===== config.mk =====
export PLATFORM = sky130hd
export DESIGN_NAME = hazard_scoreboard
export DESIGN_NICKNAME = d
export VERILOG_FILES = /design/src/rtl/hazard_scoreboard.sv
export SDC_FILE = /design/constraint.sdc
export NUM_CORES = 1
export LEC_CHECK = 0
export CAP_MARGIN = 10
export CORE_MARGIN = 2
export CORE_UTILIZATION = 42
export DETAILED_ROUTE_END_ITERATION = 8
export GPL_TIMING_DRIVEN = 0
export MAX_ROUTING_LAYER = met4
export PLACE_DENSITY_LB_ADDON = 0.2
export SYNTH_ARGS = -nofsm -noshare
export SYNTH_HDL_FRONTEND = slang
export SYNTH_SLANG_ARGS = --single-unit
export TNS_END_PERCENT = 100

===== constraint.sdc =====
create_clock -name clock -period 2.7 [get_ports clock]
set_clock_uncertainty 0.05 [all_clocks]
set_input_delay 0.54 -clock clock [delete_from_list [all_inputs] [get_ports clock]]
set_output_delay 0.54 -clock clock [all_outputs]
set_load 0.1 [all_outputs]

===== src/rtl/hazard_scoreboard.sv =====
// Purpose: tracks destination tags through EX..WB to stall dependent stages and pick forward sources per read port.
// Latency: stall/fwd_sel are combinational from registered tags and current inputs; tags advance every clock.
// Backpressure: a stalled stage holds its tag and hands a bubble downstream; stall ripples toward ID.
// Optional: define HAZ_LONGOP_EN to build the multi-cycle HI/LO down-counter and its read-port interlock.
module hazard_scoreboard #(
    parameter int DEPTH      = 3,
    parameter int STAGE_BITS = 2,
    parameter int REG_BITS   = 5,
    parameter int NUM_READ   = 4,
    parameter int LONG_BITS  = 6
) (
    input  logic                           clock,
    input  logic                           reset,
    input  logic                           id_issue,
    input  logic                           id_regwrite,
    input  logic [REG_BITS-1:0]            id_dst,
    input  logic [STAGE_BITS-1:0]          id_rdy,
    input  logic                           flush_ex,
    input  logic [DEPTH:0]                 stall_req,
    input  logic [NUM_READ*REG_BITS-1:0]   rd_reg,
    input  logic [NUM_READ*STAGE_BITS-1:0] rd_stage,
    input  logic [NUM_READ-1:0]            rd_want,
    input  logic [NUM_READ-1:0]            rd_need,
    input  logic [NUM_READ-1:0]            rd_long,
    input  logic                           longop_start,
    input  logic [LONG_BITS-1:0]           longop_cycles,
    output logic [DEPTH:0]                 stall,
    output logic [NUM_READ*STAGE_BITS-1:0] fwd_sel,
    output logic                           longop_busy
);

    typedef struct packed {
        logic                  v;
        logic [REG_BITS-1:0]   dst;
        logic [STAGE_BITS-1:0] rdy;
    } tag_t;

    tag_t                  tags [1:DEPTH];
    tag_t                  id_tag;
    logic [NUM_READ-1:0]   port_stall;
    logic [NUM_READ-1:0]   hit;
    logic [NUM_READ-1:0]   hit_ready;
    logic [STAGE_BITS-1:0] hit_stage [NUM_READ];
    logic [DEPTH-1:0]      hazard_stall;
    logic                  long_block;

    assign id_tag = '{v: id_issue & id_regwrite, dst: id_dst, rdy: id_rdy};

`ifdef HAZ_LONGOP_EN
    logic [LONG_BITS-1:0] long_cnt;

    // Long-op down-counter: a start (even while busy) reloads, otherwise count down to zero.
    always_ff @(posedge clock) begin
        if (reset) begin
            long_cnt <= '0;
        end else if (longop_start) begin
            long_cnt <= longop_cycles;
        end else if (long_cnt != '0) begin
            long_cnt <= long_cnt - 1'b1;
        end
    end

    assign long_block  = (long_cnt != '0);
    assign longop_busy = long_block;
`else
    logic unused_longop;
    assign unused_longop = longop_start ^ (^longop_cycles);
    assign long_block    = 1'b0;
    assign longop_busy   = 1'b0;
`endif

    // Per-port scan: walk from the oldest stage toward the reader so the last hit kept is the nearest one.
    always_comb begin
        fwd_sel    = '0;
        port_stall = '0;
        hit        = '0;
        hit_ready  = '0;
        for (int p = 0; p < NUM_READ; p++) begin
            hit_stage[p] = '0;
            for (int s = DEPTH; s >= 1; s--) begin
                if (tags[s].v && (tags[s].dst != '0) &&
                    (tags[s].dst == rd_reg[p*REG_BITS +: REG_BITS]) &&
                    (STAGE_BITS'(s) > rd_stage[p*STAGE_BITS +: STAGE_BITS])) begin
                    hit[p]       = 1'b1;
                    hit_stage[p] = STAGE_BITS'(s);
                    hit_ready[p] = (STAGE_BITS'(s) >= tags[s].rdy);
                end
            end
            if (hit[p] && (rd_want[p] || rd_need[p])) begin
                if (hit_ready[p]) begin
                    fwd_sel[p*STAGE_BITS +: STAGE_BITS] = hit_stage[p];
                end else if (rd_need[p]) begin
                    port_stall[p] = 1'b1;
                end
            end
            if (rd_long[p] && rd_need[p] && long_block) begin
                port_stall[p] = 1'b1;
            end
        end
    end

    // Stall composition: local cause, own-stage hazards, and anything stalled further down the pipe.
    always_comb begin
        hazard_stall = '0;
        for (int s = 0; s < DEPTH; s++) begin
            for (int p = 0; p < NUM_READ; p++) begin
                if (rd_stage[p*STAGE_BITS +: STAGE_BITS] == STAGE_BITS'(s)) begin
                    hazard_stall[s] = hazard_stall[s] | port_stall[p];
                end
            end
        end
        stall        = '0;
        stall[DEPTH] = stall_req[DEPTH];
        for (int s = DEPTH - 1; s >= 0; s--) begin
            stall[s] = stall_req[s] | hazard_stall[s] | stall[s+1];
        end
    end

    // Tag advance: reset clears, a stalled stage holds, otherwise take upstream tag or a bubble.
    always_ff @(posedge clock) begin
        if (reset) begin
            for (int s = 1; s <= DEPTH; s++) begin
                tags[s] <= '0;
            end
        end else begin
            for (int s = 2; s <= DEPTH; s++) begin
                if (!stall[s]) begin
                    tags[s] <= stall[s-1] ? '0 : tags[s-1];
                end
            end
            if (!stall[1]) begin
                tags[1] <= (stall[0] || flush_ex) ? '0 : id_tag;
            end
        end
    end

endmodule

==> results.cfg <==
[layout]
nNetsFinal = 411
fin_area_um2 = 3832
multiInputGateArea_um2 = 1718
fillCellCount = 367
final_core_util_pct = 74.56
largest-register = tags
area_growth_pct = 70.55
seq_area_um2 = 660.6
drive_gt1_share_pct = 35.45
top_regs = tags x22
layoutNonFillerInstCount = 417
n_antenna_cell = 0
largest_reg_flops = 22

[logic_synthesis]
syn_area_um2 = 2247
syn_nets = 305
synth_cells = 242
yosys.cell_types.count = 44
avgSynthCellArea_um2 = 9.286
synth_warnings = 0
ys_ff_latch = 22
synth-seq-area-share_pct = 29.40

[power_and_ir_drop]
total_power_mw = 1.175
p_per_area_nw_per_um2 = 306.6
leakage_nw = 1.451
vdd_ir_drop_max_v = 0.0002704

[setup_path]
cp_data_arrival_time_ns = 2.85
worstRegToRegCells = 11
worstSetupPathType = input pin to primary output
rrSetupSlack_ns = -0.05
reg2reg_from = tags[0][21]
setup.worst_path.end = stall[0]
cp-startpoint = rd_stage[4]
worstReg2RegEnd = tags[0][12]
startpoint_type = input pin
worstPathRequired_ns = 2.11
worst_setup_path_end_kind = primary output
crit_fanout = 4

[timing]
period_minus_slack_ns = 3.441
final_max_slew_viol_count = 0
fmax_mhz = 290.6
hold_violations = 0
whs_ns = 0.5502
rsz0062_at_grt = yes
final.period_utilization_pct = 127.4
max_slew_margin_pct = 36.65
tightest_slew_ns = 0.9541
setup_violations = 27
fin_ws_ns = -0.7408

[clock_network]
cts_tree = built
h-tree-depth = 1
numClockSinks = 22
clockBufferDepth = 2
cts_hold_buf = 0
clkTransAtPathRegs_ns = 0.09
clockRootBuffer = clkbuf_8
clock_latency_ns = 0.27
cts_buffers = 3

[global_route]
met3_usage_pct = 4.118
grt_pass1_wl_um = 11320
groute.usage.overall_pct = 25.11
grt_start_max_net_pins = 14
grt_pass1_vias = 2182
grt-ovfl-total = 0
grt.met2_usage_pct = 41.83
grt-busiest-layer = met2
use_met1_pct = 30.13
grt_antenna_before_repair = 0

[floorplanning]
dieArea_um2 = 5951
core-area_um2 = 5140
die_width_um = 77.15
rows = 26
die_h_um = 77.15
ios = 76
start_util_pct = 43.72

[flow_run]
cap_violations = 0

[drt]
detail-route-antenna-nets = 0
drc = 0
drt_wl_total_um = 7878
vias = 2290
wl_per_cell_um = 18.89
drtIter0Drc = 165
drtPass1Iterations = 4
vias_per_cell = 5.492

[place]
post-dp-hpwl_um = 4983
portBuffers = 63
place_inst = 375
gp_congestion = 0.9238
place_area_um2 = 3058

[status]
status = complete, but fails checks
violations = negative setup slack

[hold_path]
min_from = tags[0][8]
hp-class = flip-flop to flip-flop
metal layers:
metal,wire (um),part of all wire (%),vias up
met4,335,4.3,0
met3,687,8.7,30
met2,3867,49,122
met1,2987,38,1064
met5,0,0,-
li1,-,-,1074
worst max-delay path: stages:
cell and delay [ns]:
clkdlybuf4s50_1 0.63, nor2_1 0.10, nand3_1 0.09, nor2_1 0.06, o311a_1 0.33, a2111o_1 0.42
buf_6 0.14, or3_4 0.34, buf_12 0.17
power by group:
part | switching [mW] | internal [mW]
logic | 0.233 | 0.224
registers | 0.0152 | 0.396
clock network | 0.109 | 0.198
cells in the final DEF, fill, tap and decap left out, types with 3 or more instances in the layout:
cell type,synthesis,layout
buf_12,0,11
nand3_1,7,6
buf_6,3,30
nor3_1,15,6
nand4_1,9,9
nand2b_1,4,3
nor2_4,0,5
xnor2_1,48,48
o21ai_4,2,3
nand2_1,11,11
buf_4,2,19
clkbuf_1,7,4
dlygate4sd2_1,0,14
and3_1,8,5
nor4_4,1,3
nor3_2,0,7
and3_4,0,4
nor2_1,20,15
and2_1,6,6
clkdlybuf4s50_1,0,32
inv_1,5,5
or4_4,3,4
edfxtp_1,22,22
a211oi_4,0,4
clkbuf_8,2,4
xor2_1,12,12
mux2_4,0,4
dlymetal6s2s_1,0,5
nand4b_1,7,7
cells in the mapped netlist (all sizes together):
library cell	instances	share of area, %
or4	6	2.5
a221oi	1	1.2
nand3	8	2.0
and2	6	1.7
mux2	4	2.0
nand4	9	2.5
clkbuf	9	2.4
nand2	11	1.8
o41ai	1	0.39
a311oi	1	0.67
a2111o	2	1.0
or2	1	0.28
inv	5	0.84
nor3b	1	0.33
nor4	3	2.1
and3	9	2.6
nor2b	1	0.28
xnor2	48	19
o311a	1	0.45
nor3	15	3.3
nand3b	1	0.33
xor2	12	4.7
o31ai	4	1.3
o21ai	5	2.1
buf	11	3.5
a211oi	4	1.3
nor2	20	3.3
a21oi	2	0.45
nand4b	7	2.7
edfxtp	22	29
or2b	2	0.78
nand2b	4	1.1
a2111oi	3	1.2
or3	2	0.56
conb	1	0.17
stage by stage:
stage / setup TNS, ns / setup slack, ns
3_5_place_dp: -27.87 / -1.952
3_3_place_gp: -27.20 / -1.946
5_1_grt: -7.205 / -0.8000
6_report: -5.362 / -0.7408
4_1_cts: -4.427 / -0.7697
2_1_floorplan: -4.273 / -0.5515
what timing repair did:
item / in CTS / in global routing
gates cloned: 1 / 0
resized for setup: 148 / 52
pin swaps: 16 / 20
buffers inserted: 19 / 24
setup endpoints to repair: 36 / 34
worst min path at each step:
stage,endpoint,slack (ns),depth (start not counted)
after floorplan,tags[0][16],0.47,1
after global placement,tags[0][16],0.48,1
after detailed placement,tags[0][16],0.49,1
after CTS,tags[0][16],0.51,1
after global routing,tags[0][16],0.57,1
final,tags[0][16],0.55,1
cell type report:
cell class,instances,share of cell area (%)
buffer,16,3.461
tap,70,2.285
timing repair buffer,105,29.84
clock buffer,3,1.077
sequential,22,17.24
clock inverter,1,0.7835
inverter,5,0.4897
multi-input combinational,195,44.83
kinds of logic after synthesis:
family          Yosys count  share of synthesized area [%]
compound gates           24                          10.08
xor+xnor                 60                          23.39
buf+inv                  25                          6.737
flops                    22                          29.40
mux                       4                          2.004
other cells               1                         0.1669
simple gates            106                          28.23
Note: power is estimated with default switching activity, not from simulation.
